File: config.mk
export PLATFORM = sky130hd
export DESIGN_NAME = ble_tx_arbiter
export DESIGN_NICKNAME = d
export VERILOG_FILES = /design/src/rtl/ble_pkg.sv /design/src/rtl/ble_tx_arbiter_uart_tx.sv /design/src/rtl/ble_tx_arbiter.sv
export SDC_FILE = /design/constraint.sdc
export NUM_CORES = 1
export LEC_CHECK = 0
export ABC_AREA = 1
export CORE_AREA = 2 2 171 173
export DETAILED_ROUTE_END_ITERATION = 12
export DIE_AREA = 0 0 173 175
export PLACE_DENSITY = 0.72
export SYNTH_ARGS = -nofsm -noshare
export SYNTH_HDL_FRONTEND = slang
export SYNTH_SLANG_ARGS = --single-unit
File: constraint.sdc
create_clock -name clk -period 13.2 [get_ports clk]
set_clock_uncertainty 0.1 [all_clocks]
set_input_delay 1.98 -clock clk [delete_from_list [all_inputs] [get_ports clk]]
set_output_delay 1.98 -clock clk [all_outputs]
set_load 0.02 [all_outputs]
File: src/rtl/ble_pkg.sv
// ble_pkg: shared FSM state type, framing constants and baud helper for the BLE TX path
package ble_pkg;

    typedef enum logic [2:0] {IDLE, CHECK, LOAD, SEND, TERM, CSUM, GAP} ble_tx_state_t;

    localparam logic [7:0] BLE_TERM     = 8'h0A;
    localparam logic [7:0] BLE_CSUM_ESC = 8'h8A;

    function automatic int clks_per_bit(input int freq, input int baud);
        return freq / baud;
    endfunction

    function automatic int rr_dist(input int i, input int rr, input int n);
        return (i >= rr) ? i - rr : i - rr + n;
    endfunction

endpackage

File: src/rtl/ble_tx_arbiter_uart_tx.sv
// uart_tx: 8N1 serializer, LSB first, each bit held CPB clocks; tx_done pulses after the stop bit
module uart_tx #(
    parameter int CPB = 868
) (
    input  logic       clk,
    input  logic       rst,
    input  logic       i_tx_start,
    input  logic [7:0] i_tx_data,
    output logic       o_txd,
    output logic       o_tx_busy,
    output logic       o_tx_done
);
    localparam int CW = $clog2(CPB + 1);

    logic [8:0]    r_shift;
    logic [3:0]    r_bit;
    logic [CW-1:0] r_cnt;

    // start bit on request, then shift data and stop bit out, one bit per CPB clocks
    always_ff @(posedge clk or posedge rst) begin
        if (rst) begin
            o_txd     <= 1'b1;
            o_tx_busy <= 1'b0;
            o_tx_done <= 1'b0;
            r_shift   <= '1;
            r_bit     <= '0;
            r_cnt     <= '0;
        end else begin
            o_tx_done <= 1'b0;
            if (!o_tx_busy) begin
                if (i_tx_start) begin
                    o_txd     <= 1'b0;
                    r_shift   <= {1'b1, i_tx_data};
                    o_tx_busy <= 1'b1;
                    r_bit     <= '0;
                    r_cnt     <= '0;
                end
            end else if (r_cnt != CW'(CPB - 1)) begin
                r_cnt <= r_cnt + CW'(1);
            end else begin
                r_cnt <= '0;
                if (r_bit == 4'd9) begin
                    o_tx_busy <= 1'b0;
                    o_tx_done <= 1'b1;
                end else begin
                    o_txd   <= r_shift[0];
                    r_shift <= {1'b1, r_shift[8:1]};
                    r_bit   <= r_bit + 4'd1;
                end
            end
        end
    end

endmodule

File: src/rtl/ble_tx_arbiter.sv
// ble_tx_arbiter: round-robin arbiter framing requester payloads onto the BLE UART TX line
// Macro BLE_TX_CHECKSUM_EN: append the XOR of the payload (0x0A escaped to 0x8A) before the terminator
module ble_tx_arbiter
    import ble_pkg::*;
#(
    parameter int NUM_REQ   = 4,
    parameter int MAX_BYTES = 12,
    parameter int CLK_FREQ  = 100_000_000,
    parameter int BAUD      = 115200,
    parameter int GAP_CLKS  = 1000
) (
    input  logic                                   clk,
    input  logic                                   rst,
    input  logic [NUM_REQ-1:0]                     i_req_valid,
    input  logic [NUM_REQ-1:0][7:0]                i_req_len,
    input  logic [NUM_REQ-1:0][MAX_BYTES-1:0][7:0] i_req_data,
    output logic [NUM_REQ-1:0]                     o_req_ack,
    output logic [NUM_REQ-1:0]                     o_req_err,
    output logic                                   o_ble_txd,
    output logic                                   o_busy,
    output logic [$clog2(NUM_REQ)-1:0]             o_grant_id,
    output logic                                   o_frame_done
);
    localparam int IW  = $clog2(NUM_REQ);
    localparam int BW  = $clog2(MAX_BYTES);
    localparam int GW  = $clog2(GAP_CLKS + 1);
    localparam int CPB = clks_per_bit(CLK_FREQ, BAUD);
`ifdef BLE_TX_CHECKSUM_EN
    localparam ble_tx_state_t AFTER_PAYLOAD = CSUM;
`else
    localparam ble_tx_state_t AFTER_PAYLOAD = TERM;
`endif

    ble_tx_state_t            r_state, w_next;
    logic                     r_first;
    logic [GW-1:0]            r_cnt;
    logic [IW-1:0]            r_rr, r_win, r_grant, w_win;
    logic                     w_any;
    int                       w_best;
    logic [MAX_BYTES-1:0][7:0] r_buf;
    logic [7:0]               r_len, r_idx, w_len, w_tx_data;
    logic                     w_bad, w_start, w_tx_busy, w_tx_done;
    logic [NUM_REQ-1:0]       w_ack, w_err;
`ifdef BLE_TX_CHECKSUM_EN
    logic [7:0]               r_csum, w_csum;
`endif

    assign w_len        = i_req_len[r_win];
    assign w_bad        = (w_len == 8'd0) || (w_len > 8'(MAX_BYTES));
    assign o_req_ack    = w_ack;
    assign o_req_err    = w_err;
    assign o_busy       = !(r_state == IDLE || r_state == CHECK);
    assign o_grant_id   = r_grant;
    assign o_frame_done = (r_state == GAP) && r_first;
`ifdef BLE_TX_CHECKSUM_EN
    assign w_tx_data = (r_state == TERM) ? BLE_TERM :
                       (r_state == CSUM) ? ((r_csum == BLE_TERM) ? BLE_CSUM_ESC : r_csum) :
                       r_buf[r_idx[BW-1:0]];
`else
    assign w_tx_data = (r_state == TERM) ? BLE_TERM : r_buf[r_idx[BW-1:0]];
`endif

    // pick the valid requester closest to the round-robin pointer
    always_comb begin
        w_win  = '0;
        w_any  = 1'b0;
        w_best = NUM_REQ;
        for (int i = 0; i < NUM_REQ; i++) begin
            if (i_req_valid[i] && rr_dist(i, int'(r_rr), NUM_REQ) < w_best) begin
                w_best = rr_dist(i, int'(r_rr), NUM_REQ);
                w_win  = IW'(i);
                w_any  = 1'b1;
            end
        end
    end

`ifdef BLE_TX_CHECKSUM_EN
    // XOR of the winner's payload, captured alongside the data on ack
    always_comb begin
        w_csum = '0;
        for (int k = 0; k < MAX_BYTES; k++) begin
            if (k < int'(w_len)) w_csum = w_csum ^ i_req_data[r_win][k];
        end
    end
`endif

    // next-state and handshake/start strobes
    always_comb begin
        w_next  = r_state;
        w_start = 1'b0;
        w_ack   = '0;
        w_err   = '0;
        case (r_state)
            IDLE:  if (w_any) w_next = CHECK;
            CHECK: begin
                if (!i_req_valid[r_win]) begin
                    w_next = IDLE;
                end else if (w_bad) begin
                    w_err[r_win] = 1'b1;
                    w_next       = IDLE;
                end else begin
                    w_ack[r_win] = 1'b1;
                    w_next       = LOAD;
                end
            end
            LOAD: begin
                w_start = 1'b1;
                w_next  = SEND;
            end
            SEND:  if (w_tx_done) w_next = (r_idx + 8'd1 < r_len) ? LOAD : AFTER_PAYLOAD;
`ifdef BLE_TX_CHECKSUM_EN
            CSUM: begin
                w_start = r_first;
                if (w_tx_done) w_next = TERM;
            end
`endif
            TERM: begin
                w_start = r_first;
                if (w_tx_done) w_next = GAP;
            end
            GAP:   if (r_cnt == GW'(GAP_CLKS - 1)) w_next = IDLE;
            default: w_next = IDLE;
        endcase
    end

    // state register with entry flag and per-state cycle counter
    always_ff @(posedge clk or posedge rst) begin
        if (rst) begin
            r_state <= IDLE;
            r_first <= 1'b0;
            r_cnt   <= '0;
        end else begin
            r_state <= w_next;
            r_first <= (w_next != r_state);
            r_cnt   <= (w_next != r_state) ? '0 : r_cnt + GW'(1);
        end
    end

    // winner latch, rr pointer, payload capture and byte index
    always_ff @(posedge clk or posedge rst) begin
        if (rst) begin
            r_rr    <= '0;
            r_win   <= '0;
            r_grant <= '0;
            r_buf   <= '0;
            r_len   <= '0;
            r_idx   <= '0;
`ifdef BLE_TX_CHECKSUM_EN
            r_csum  <= '0;
`endif
        end else begin
            if (r_state == IDLE) r_win <= w_win;
            if (|w_ack || |w_err) r_rr <= (r_win == IW'(NUM_REQ - 1)) ? '0 : r_win + IW'(1);
            if (|w_ack) begin
                r_buf   <= i_req_data[r_win];
                r_len   <= w_len;
                r_grant <= r_win;
                r_idx   <= '0;
`ifdef BLE_TX_CHECKSUM_EN
                r_csum  <= w_csum;
`endif
            end
            if (r_state == SEND && w_next == LOAD) r_idx <= r_idx + 8'd1;
        end
    end

    uart_tx #(.CPB(CPB)) u_tx (
        .clk        (clk),
        .rst        (rst),
        .i_tx_start (w_start && !w_tx_busy),
        .i_tx_data  (w_tx_data),
        .o_txd      (o_ble_txd),
        .o_tx_busy  (w_tx_busy),
        .o_tx_done  (w_tx_done)
    );

endmodule

* Yosys cells after proc, flatten, opt, wreduce, memory -nomap -nowiden *
Index checks and enable logic that the tools add are counted.

cells by class
  add/subtract/negate cells = 12
  order comparisons = 12
  equal/unequal tests = 13
  multiplexer cells = 65
  reduce and logical (&&, ||, !) cells = 20

operator list
  cell                                                                              count
  96-bit binary-select mux with 2-bit select                                        1
  32-bit two-way mux                                                                6
  32-bit less-than comparator                                                       3
  96-bit two-way mux                                                                1
  10-bit two-way mux                                                                4
  4-bit two-way mux                                                                 10
  8-bit two-way mux                                                                 5
  9-bit two-way mux                                                                 4
  8-bit binary-select mux with 4-bit select                                         1
  32-bit by 4-bit less-than comparator with 1-bit output (second input constant)    1
  10-bit by 1-bit adder with 10-bit output (second input constant)                  2
  1-bit two-way mux                                                                 18
  3-bit one-hot mux with 6 select lines                                             1
  8-bit binary-select mux with 2-bit select                                         1
  3-bit by 4-bit adder with 5-bit output (second input constant)                    3
  3-bit two-way mux                                                                 5
  10-bit equality test (second input constant)                                      1
  2-bit two-way mux                                                                 5
  10-bit inequality test (second input constant)                                    1
  3-bit by 2-bit equality test with 1-bit output (second input constant)            3
  8-bit by 1-bit adder with 8-bit output (second input constant)                    1
  8-bit by 4-bit greater-than comparator with 1-bit output (second input constant)  1
  1-bit logical AND                                                                 8
  8-bit zero test                                                                   1
  25 further kinds                                                                  35

word-level totals
  bits in registers = 158
  input bits = 422
  output and inout bits = 13
  word-level logic and storage cells = 148

* Depth between registers and ports, before layout *
  depth in word-level cells = 20
  gate-level depth with buffers = 31

* Cells and area by module *
A second synthesis with hierarchy kept.

unflattened totals
  cell total of the unflattened synthesis = 1664
  area total of the unflattened synthesis = 11030.6 µm²

by module, submodules not included
  module          instances  cells an instance  area an instance (µm²)  sequential area each (µm²)
  ble_tx_arbiter  1          1483               9623.0                  3303.2
  uart_tx         1          181                1407.6                  636.9

* Least setup slack after synthesis *
No wires, ideal clock.

  kind = input-to-output
  start point = input i_req_len[14] (netlist bit)
  end point = output o_req_ack[0]
  arrival time = 3053 ps
  data required time = 11120 ps
  path slack = 8067 ps
  stages on the path = 8
  path buffers = 0
  cells stage by stage = o21ai_0 > o22ai_1 > or2_0 > nor2_1 > nand2_2 > nor2_4 > nand2_4 > nor2_1

between the ends
  word-level cells in the longest chain between the ends = 7
  elaborated cells on any way between the ends = 8
  those cells by class = 1 x order compare; 5 x mux; 2 x reduce/logical

ends and longest elaborated chain
  item                                                                                                RTL line              source
  from (decl)                                                                                         ble_tx_arbiter.sv:15  input logic [NUM_REQ-1:0][7:0] i_req_len,
  8-bit binary-select mux with 2-bit select (*)                                                       ble_tx_arbiter.sv:48  assign w_len = i_req_len[r_win];
  8-bit two-way mux (not written as such) (*)                                                         ble_tx_arbiter.sv:48
  8-bit by 4-bit greater-than comparator with 1-bit output / 8-bit zero test (equally long branches)  ble_tx_arbiter.sv:49  assign w_bad = (w_len == 8'd0) || (w_len > 8'(MAX_BYTES));
  1-bit logical OR (*)                                                                                ble_tx_arbiter.sv:49
  4-bit two-way mux (*)                                                                               ble_tx_arbiter.sv:98  end else if (w_bad) begin
  4-bit two-way mux (*)                                                                               ble_tx_arbiter.sv:96  if (!i_req_valid[r_win]) begin
  4-bit two-way mux (*)                                                                               ble_tx_arbiter.sv:93  case (r_state)
  to (decl)                                                                                           ble_tx_arbiter.sv:17  output logic [NUM_REQ-1:0] o_req_ack,

Mark *: on every way between the ends. The rest lies on a longest branch, timed or not. The select of a mux whose other input is x is not followed.

* Final worst setup path *
  start point = input i_req_len[14] (netlist bit)
  end point = output o_req_ack[1]

Same word-level chain as after synthesis.

==> results.yml <==
clocking:
  cts_max_level: 4
  clock-sinks: 157
  path_clk_slew_ns: 0.06
  cts_resized: 0
  numCtsBuffers: 17
  cts.path.max_buffers: 2
  ctsHoldBuffers: 0
  root_buffer: "clkbuf_16"
  cts_tree: "done"
  clock_latency_ns: 0.44
  post-cts-setup-buffer-count: 0
drt:
  ant_nets: 0
  wl_per_cell_um: 17.6
  drc: 0
  vias_per_cell: 5.30
  wl_met1_um: 17300
  dr.pass1.iters: 5
  wl_met3_um: 2330
  drtIter0Drc: 773
  dr.max_layer_used: "met4"
  wl_um: 41400
  wl_met2_um: 20300
  dr_total_vias: 12500
power:
  pwr_density_cell_nw_per_um2: 74.5
  p_leak_uw: 0.00696
  peakVddDrop_uv: 86.7
  power_uw: 1180
critical_path:
  path_class: "primary input to output port"
  required_ns: 11.12
  cp-end-kind: "output port"
  startpoint_type: "primary input"
  cp.arrival_ns: 4.03
  cp_max_fo: 5
timing:
  slew_headroom: 0.295
  fin_crit_ns: 6.11
  fin_crit_sh: 0.463
  final_max_slew_viol_count: 0
  setup_ws_ns: 7.09
  rsz0062_at_grt: "false"
  tns_ns: 0
  setup_violations: 0
  fmax_mhz: 164
  tightestPinTransition_ns: 1.06
  hold_viol_final: 0
die:
  dieArea_um2: 30300
  die_w_um: 173
  start_util: 0.379
  coreArea_um2: 28400
  num_rows: 62
  die_y_um: 175
  ios: 435
global_route:
  antenna_found_initial: 2
  grt_pass1_wl_um: 64700
  grt_pass1_vias: 12200
  grtUsageTotal: 0.267
  grt_max_degree: 107
  grt_overflow: 0
logic_synthesis:
  synth_area_leaders: "dfrtp_1 34%, o21ai_0 13%, nand2_1 12%"
  synth_fp_nets: 2046
  async_reset_ff_frac: 1.00
  synth-seq-area-share: 0.366
  synth_top_cell_by_area: "dfrtp_1"
  synth_top_family_by_area: "compound AO/OA/AOI/OAI gates"
  synth_edf_count: 0
  synth-compound-area-share: 0.263
  synthSimpleGateAreaFrac: 0.241
  synth.cell_area_um2: 10800
  synthFlopType: "dfrtp_1"
  synth.top_cell.area_share: 0.344
  synth_xor_area_frac: 0.0130
  syn_area_per_cell_um2: 6.73
  synth.distinct_cells: 44
  yosysMostFrequentCell: "nand2_1"
  synthCells: 1599
  synthMuxAreaShare: 0.000930
  synth_adder_area_share: 0.0291
  ys_warn_count: 0
  ys_seq_elements: 157
  synth_top_cells_by_count: "335 x nand2_1, 271 x o21ai_0, 245 x nor2_1"
final_layout:
  finalNonFillerCells: 2350
  area_growth_pct: 47.2
  fin_nets: 2397
  drive_above_1_share: 0.0402
flow_run:
  max-cap-violations: 0
placed_design:
  dpl_worst_slack_ns: 7.10
  port_buffers: 434
  place_inst: 2315
  gp_congestion: 0.912
  dpl.hpwl_um: 30700
status:
  outcome: "finished, final reports clean"
worst_hold_path:
  hold_class: "register to register"
-- cells in the final DEF, fill, tap and decap left out, types with 5 or more instances in the layout --
master / count
ha_1: 25
inv_1: 110
o211ai_1: 17
inv_6: 5
nor2_2: 10
clkdlybuf4s50_1: 434
nor3_1: 8
buf_4: 12
xor2_1: 14
o22ai_1: 107
nor2_1: 245
o21ai_0: 271
o21ai_1: 48
nand2_1: 335
a22oi_1: 5
nand3_1: 34
a21oi_1: 55
clkbuf_16: 17
dfrtp_1: 145
dfstp_2: 9
-- metrics by stage --
| stage | hold WS, ns | instance area [um^2] | util |
|---|---|---|---|
| after floorplan | 0.337 | 10800 | - |
| after global placement | 0.352 | 15200 | 0.536 |
| after detailed placement | 0.355 | 15200 | 0.536 |
| after CTS | 0.371 | 15800 | 0.558 |
| after global routing | 0.398 | 15800 | 0.558 |
| final | 0.364 | 15800 | 0.558 |
-- registers in the layout, indices dropped and copies added, names as in the netlist, 3 cells and up --
| register | flops |
|---|---|
| r_idx | 8 |
| r_buf | 96 |
| r_cnt | 10 |
| u_tx.r_bit | 4 |
| u_tx.r_cnt | 10 |
| r_len | 8 |
| u_tx.r_shift | 8 |
| r_state | 3 |
-- cells by family (layout without fill, tap and decap cells) --
family	after synthesis	after routing
mux	1	1
simple gates	651	651
other cells	0	3
compound gates	518	518
buf+inv	231	595
xor+xnor	16	16
fa+ha+maj	25	25
flops	157	157
-- layer usage --
metal / vias to the layer above / GRT usage
met2: 470 / 0.463
met1: 5841 / 0.327
li1: 6069 / -
met4: 0 / 0.100
met5: - / 0
met3: 79 / 0.0540
-- worst paths after layout --
kind | startpoint | to | slack, ns | depth (start not counted)
hold / removal | r_buf[17] | r_buf[17] | 0.36 | 2
hold reg to reg | r_buf[17] | r_buf[17] | 0.36 | 2
setup / recovery | i_req_len[14] | o_req_ack[1] | 7.09 | 10
min in group asynchronous | rst | r_cnt[3] | 1.93 | 2
setup reg to reg | r_idx[2] | r_cnt[9] | 9.01 | 15
max in group asynchronous | rst | r_buf[63] | 9.54 | 3
-- worst max-delay path: stages --
cell	delay, ns
clkdlybuf4s50_1	0.39
o21ai_0	0.18
o22ai_1	0.09
or2_0	0.22
nor2_1	0.14
nand2_2	0.08
nor2_4	0.14
nand2_4	0.09
nor2_1	0.11
clkdlybuf4s50_1	0.61
-- final cells by class --
| cell class | count | area [um^2] |
|---|---|---|
| timing repair buffer | 446 | 4430 |
| sequential | 157 | 3950 |
| multi-input combinational | 1211 | 5890 |
| inverter | 117 | 450 |
| clock inverter | 13 | 188 |
| antenna | 3 | 7.51 |
| tap | 384 | 480 |
| clock buffer | 19 | 443 |
| fill | 2742 | 12500 |
-- where the power goes --
part           switching (uW)  internal, uW
clock network             208           323
registers                   0           481
logic                    45.7           123
Power figures use the tool's default switching activity.
==> patch 1: new RTL, same settings <==
Reset style: synchronous (`rst`), changed in 3 clocked blocks.
--- a/src/rtl/ble_tx_arbiter_uart_tx.sv
+++ b/src/rtl/ble_tx_arbiter_uart_tx.sv
@@ -19,3 +19,3 @@
     // start bit on request, then shift data and stop bit out, one bit per CPB clocks
-    always_ff @(posedge clk or posedge rst) begin
+    always_ff @(posedge clk) begin
         if (rst) begin
--- a/src/rtl/ble_tx_arbiter.sv
+++ b/src/rtl/ble_tx_arbiter.sv
@@ -126,3 +126,3 @@
     // state register with entry flag and per-state cycle counter
-    always_ff @(posedge clk or posedge rst) begin
+    always_ff @(posedge clk) begin
         if (rst) begin
@@ -139,3 +139,3 @@
     // winner latch, rr pointer, payload capture and byte index
-    always_ff @(posedge clk or posedge rst) begin
+    always_ff @(posedge clk) begin
         if (rst) begin
Function: differs if rst is asserted again (counterexample within 4 cycles, from zero or initial values and one cycle with rst high); with rst held inactive, the same outputs for 4 cycles.
==> patch 1 against the original RTL <==
- sequential cell count did not move
- global-route usage is 0.77 points lower
- synthesized area fell by 2.5%
- wire length decreased by 0.93%
- worst setup slack got worse by 0.19 ns
- sequential share of layout area is 4.5 points lower
- count of clock-buffer cells in the layout increased by 2
- worst hold slack got worse by 0.013 ns
- final area down 2.6%
Power is not compared: it rests on default switching activity, and its combinational part moved more than twofold at a synthesized area within 25%.
==> patch 1: results (changes against the original RTL) <==
* R2r setup slk at 8.55 ns (-0.46 ns)
* Area contributors post-synth: dfxtp_1 (30%), nand2_1 (13%), a21oi_1 (9.9%)
* Worst R2R Path Depth at 11 (-4)
* Share of cells above drive strength 1 at 4.62% (+0.59 points)
* Number of global-route vias before repair at 11597 (-5.3%)
* WL met1 at 17.1 mm (-1.4%)
* Async set-reset flop share out of synthesis at 0% (-100 points)
* DR WL met2 at 20.5 mm (+0.75%)
* Tot GR Track Use at 25.9% (-0.77 points)
* RR Startpoint: r_win[0]$_SDFFE_PP0P_
* Met1 Track Usage GR at 31.7% (-1.0 points)
* Post-synthesis xor/xnor area fraction at 1.24% (-0.062 points)
* Worst Hold Depth at 1 (-1)
* Area Growth Syn to Fin at 47.1% (about the same)
* Routing usage on met3 at 4.83% (-0.57 points)
* Drt wl/cell at 17.9 µm (+1.4%)
* Synthesized area per cell at 6.73 µm² (about the same)
* Final hold slack at 0.351 ns (-0.0133 ns)
* Net count, final at 2340 (-2.4%)
* WP data arrival at 4.22 ns (+0.19 ns)
* Post-synthesis sequential area ratio at 29.9% (-6.7 points)
* Met2 global-route usage at 44.9% (-1.5 points)
* Adder-Cell Fraction of Synth Area at 2.98% (+0.074 points)
* Final WL at 41.0 mm (-0.93%)
* Post-synth cell types at 42 (-4.5%)
* Drt via density at 5.34 (+0.75%)
* Largest net degree at the start of global routing at 131 (+22%)
* Fillers at 2758 (+0.58%)
* Placed inst area at 0.0148 mm² (-2.4%)
* Gpl congestion at 0.937 (+2.8%)
* Mux share of post-synthesis cell area at 0% (-0.093 points)
* Dpl ws at 6.89 ns (-0.214 ns)
* Post-DP HPWL at 29.9 mm (-2.4%)
* HP Start: r_cnt[0]$_SDFF_PP0_
* Met3 WL at 2.18 mm (-6.6%)
* Initial antenna violation count at 5 (+3)
* Crit path to: o_req_ack[0]
* First-pass GRT wire length at 63.0 mm (-2.6%)
* Worst setup path startpoint: i_req_len[22]
* Outcome: finished clean
* Final WS setup at 6.90 ns (-0.188 ns)
* WHS Endpoint: r_cnt[0]$_SDFF_PP0_
-- patch 1: cell count changes after synthesis, moves of 18 or more --
| cell | before | now |
|---|---|---|
| a211oi_2 | 0 | 25 |
| a21oi_1 | 55 | 208 |
| a32o_1 | 4 | 96 |
| dfrtp_1 | 148 | 0 |
| dfxtp_1 | 0 | 157 |
| inv_1 | 111 | 93 |
| nand2_1 | 335 | 358 |
| nor2_1 | 245 | 141 |
| o21ai_0 | 271 | 165 |
| o21ai_1 | 48 | 4 |
| o22ai_1 | 107 | 22 |
-- patch 1: final cells by class --
cell class	instances	area share, %
inverters	99	2.47
diodes	5	0.0810
well taps	384	3.11
repair buffers	445	28.6
multi-input cells	1173	41.6
flip-flops and latches	157	20.4
clock inverters	11	0.762
clock buffers	21	2.98
-- patch 1: power by group --
part | total, mW | switching [mW] | internal, mW
Clock | 0.486 | 0.199 | 0.287
Combinational | 1.00 | 0.596 | 0.408
Sequential | 0.557 | 0.0483 | 0.509
Total | 2.05 | 0.843 | 1.20
==> patch 2: new RTL, same settings <==
Made on the original files. `CLK_FREQ`: 100_000_000 -> 25_000_000.
--- a/src/rtl/ble_tx_arbiter.sv
+++ b/src/rtl/ble_tx_arbiter.sv
@@ -7,3 +7,3 @@
     parameter int MAX_BYTES = 12,
-    parameter int CLK_FREQ  = 100_000_000,
+    parameter int CLK_FREQ  = 25_000_000,
     parameter int BAUD      = 115200,
Formal check against the unedited RTL: same outputs for any inputs over 4 cycles, from zero or initial values and one cycle with rst high; that may be too few to reach the edited logic, so the function may still have changed.
==> patch 2 against the original RTL <==
- sequential share of layout area fell by 0.15 points
- wire length fell by 1.9%
- sequential power fell by 1%
- synthesized cell count fell by 0.13%
- power fell by 2.9%
- worst hold slack improved by 0.0035 ns
- synthesized area fell by 0.87%
- worst setup slack got worse by 0.19 ns
- largest cell class unchanged
- sequential cell count fell by 2
- final area fell by 0.74%
- global-route usage fell by 0.47 points
==> patch 2: results (changes against the original RTL) <==
* Outcome: finished clean
* Post-synth cell types at 46 (+4.5%)
* Drt via density at 5.23 (-1.4%)
* Gpl congestion at 0.957 (+5.0%)
* Synthesized area per cell at 6.68 µm² (-0.75%)
* Class of the most critical hold timing path: reg -> reg
* Violation count after the first detailed-route iteration at 906 (+17%)
* Worst Hold Depth at 1 (-1)
* HP Start: r_cnt[0]$_DFF_PP0_
* Post-synthesis sequential area ratio at 36.4% (-0.15 points)
* Post-synth top cells: nand2_1 (351), o21ai_0 (276), nor2_1 (250), dfrtp_1 (146), inv_1 (108)
* Largest fanout on the critical path at 6 (+1)
* DR WL met2 at 20.1 mm (-1.2%)
* Reg clk slew, reported paths at 0.06 ns (about the same)
* Tot GR Track Use at 26.2% (-0.47 points)
* Slew HR at 30.1% (+0.57 points)
* WP data arrival at 4.21 ns (+0.18 ns)
* Met3 WL at 2.45 mm (+5.0%)
* Dpl ws at 6.88 ns (-0.223 ns)
* Largest net degree at the start of global routing at 114 (+6.5%)
* Top flop regs: r_buf x96, r_cnt x10
* Share of cells above drive strength 1 at 3.62% (-0.40 points)
* Number of global-route vias before repair at 11834 (-3.3%)
* First-pass GRT wire length at 63.2 mm (-2.3%)
* First-pass DRT Iterations at 7 (+2)
* Root buffer cell: clkbuf_16
* Number of H-tree levels at 4 (unchanged)
* Post-DP HPWL at 30.6 mm (-0.25%)
* Ys flop type: dfrtp_1
* P_int at 0.905 mW (-2.4%)
* Initial antenna violation count at 0 (-2)
* Area contributors post-synth: dfrtp_1 (34%), o21ai_0 (13%), nand2_1 (12%)
* Syn Nets at 2045 (-0.049%)
* Critical R2R Capture: r_buf[51]$_DFFE_PP0P_
* Worst R2R Path Depth at 12 (-3)
* Final hold slack at 0.368 ns (+0.00351 ns)
* Drt wl/cell at 17.3 µm (-1.7%)
* Net count, final at 2396 (-0.042%)
* # diodes at 0 (-3)
* Layout Cells excl Fill at 2345 (-0.21%)
* Placed inst area at 0.0151 mm² (-0.55%)
* WL met1 at 17.4 mm (+0.50%)
* RR Startpoint: r_win[0]$_DFFE_PP0P_
* Post-cts gate resize count at 0 (unchanged)
* Highest Signal Layer: met4
* Worst setup path startpoint: i_req_len[15]
* WHS Endpoint: r_cnt[0]$_DFF_PP0_
* Yosys warns at 0 (unchanged)
* LEAKAGE at 6.92 nW (-0.53%)
* Fillers at 2756 (+0.51%)
* Max VDD drop at 0.0866 mV (about the same)
* R2r setup slk at 8.62 ns (-0.39 ns)
==> patch 2: changes by cell type in the layout (fill, tap and decap cells not counted), sizes merged, moves of 3 or more <==
cell | before | now
o22ai | 107 | 101
nor2 | 256 | 250
nor4 | 4 | 1
xnor2 | 2 | 5
nand2 | 339 | 355
o32ai | 4 | 1
diode | 3 | 0
xor2 | 14 | 8
clkinv | 6 | 10
o21ai | 319 | 310
inv | 117 | 113
==> patch 2: cells by family (layout without fill, tap and decap cells) <==
| family | after synthesis | in the layout | synth area share [%] |
|---|---|---|---|
| AND/OR/NAND/NOR | 665 | 665 | 24.7 |
| AO/OA/AOI/OAI | 508 | 508 | 26.2 |
| buffers and inverters | 229 | 593 | 8.53 |
| multiplexers | 1 | 1 | 0.0938 |
| flip-flops | 155 | 155 | 36.4 |
| XOR/XNOR | 13 | 13 | 1.07 |
| adder cells (fa/ha/maj) | 26 | 26 | 3.05 |
==> patch 2: how the worst max path moves through the flow <==
stage          cells past startpoint  slack, ns                   endpoint
4_1_cts                           10       6.87               o_req_ack[3]
5_1_grt                            9       6.66               o_req_ack[1]
3_5_place_dp                      10       6.88               o_req_ack[3]
6_report                          10       6.91               o_req_ack[3]
2_1_floorplan                      1       6.96  o_grant_id[0]$_DFFE_PP0P_
3_3_place_gp                      10       6.97               o_req_ack[1]
==> patch 2: area by class of cell <==
type | instances | area (µm²) | share of cell area, %
Tap cell | 384 | 480 | 3.05
Timing Repair Buffer | 445 | 4430 | 28.1
Clock buffer | 21 | 460 | 2.93
Sequential cell | 155 | 3900 | 24.8
Multi-Input combinational cell | 1213 | 5870 | 37.3
Inverter | 116 | 449 | 2.86
Clock inverter | 11 | 144 | 0.915
==> patch 2: metal layers <==
| layer | global-route usage (%) | up-vias |
|---|---|---|
| li1 | - | 6046 |
| met1 | 33.3 | 5727 |
| met2 | 46.1 | 437 |
| met3 | 5.09 | 49 |
| met4 | 6.07 | 0 |
| met5 | 0 | - |
==> patch 2: worst max-delay path, stage by stage <==
cell,delay (ns)
clkdlybuf4s50_1,0.40
nand2_1,0.07
nand2_1,0.05
a21oi_1,0.14
o22ai_1,0.10
nor4_2,0.24
nand3_2,0.20
or2_4,0.30
nor2_1,0.10
clkdlybuf4s50_1,0.62
==> patch 2: power groups by stage <==
stage / Sequential (mW) / Clock, mW / Combinational (mW)
after floorplan: 0.484 / 0 / 0.0321
after global placement: 0.484 / 0 / 0.168
after detailed placement: 0.484 / 0 / 0.169
after CTS: 0.475 / 0.508 / 0.169
after global routing: 0.475 / 0.531 / 0.181
final: 0.475 / 0.503 / 0.168
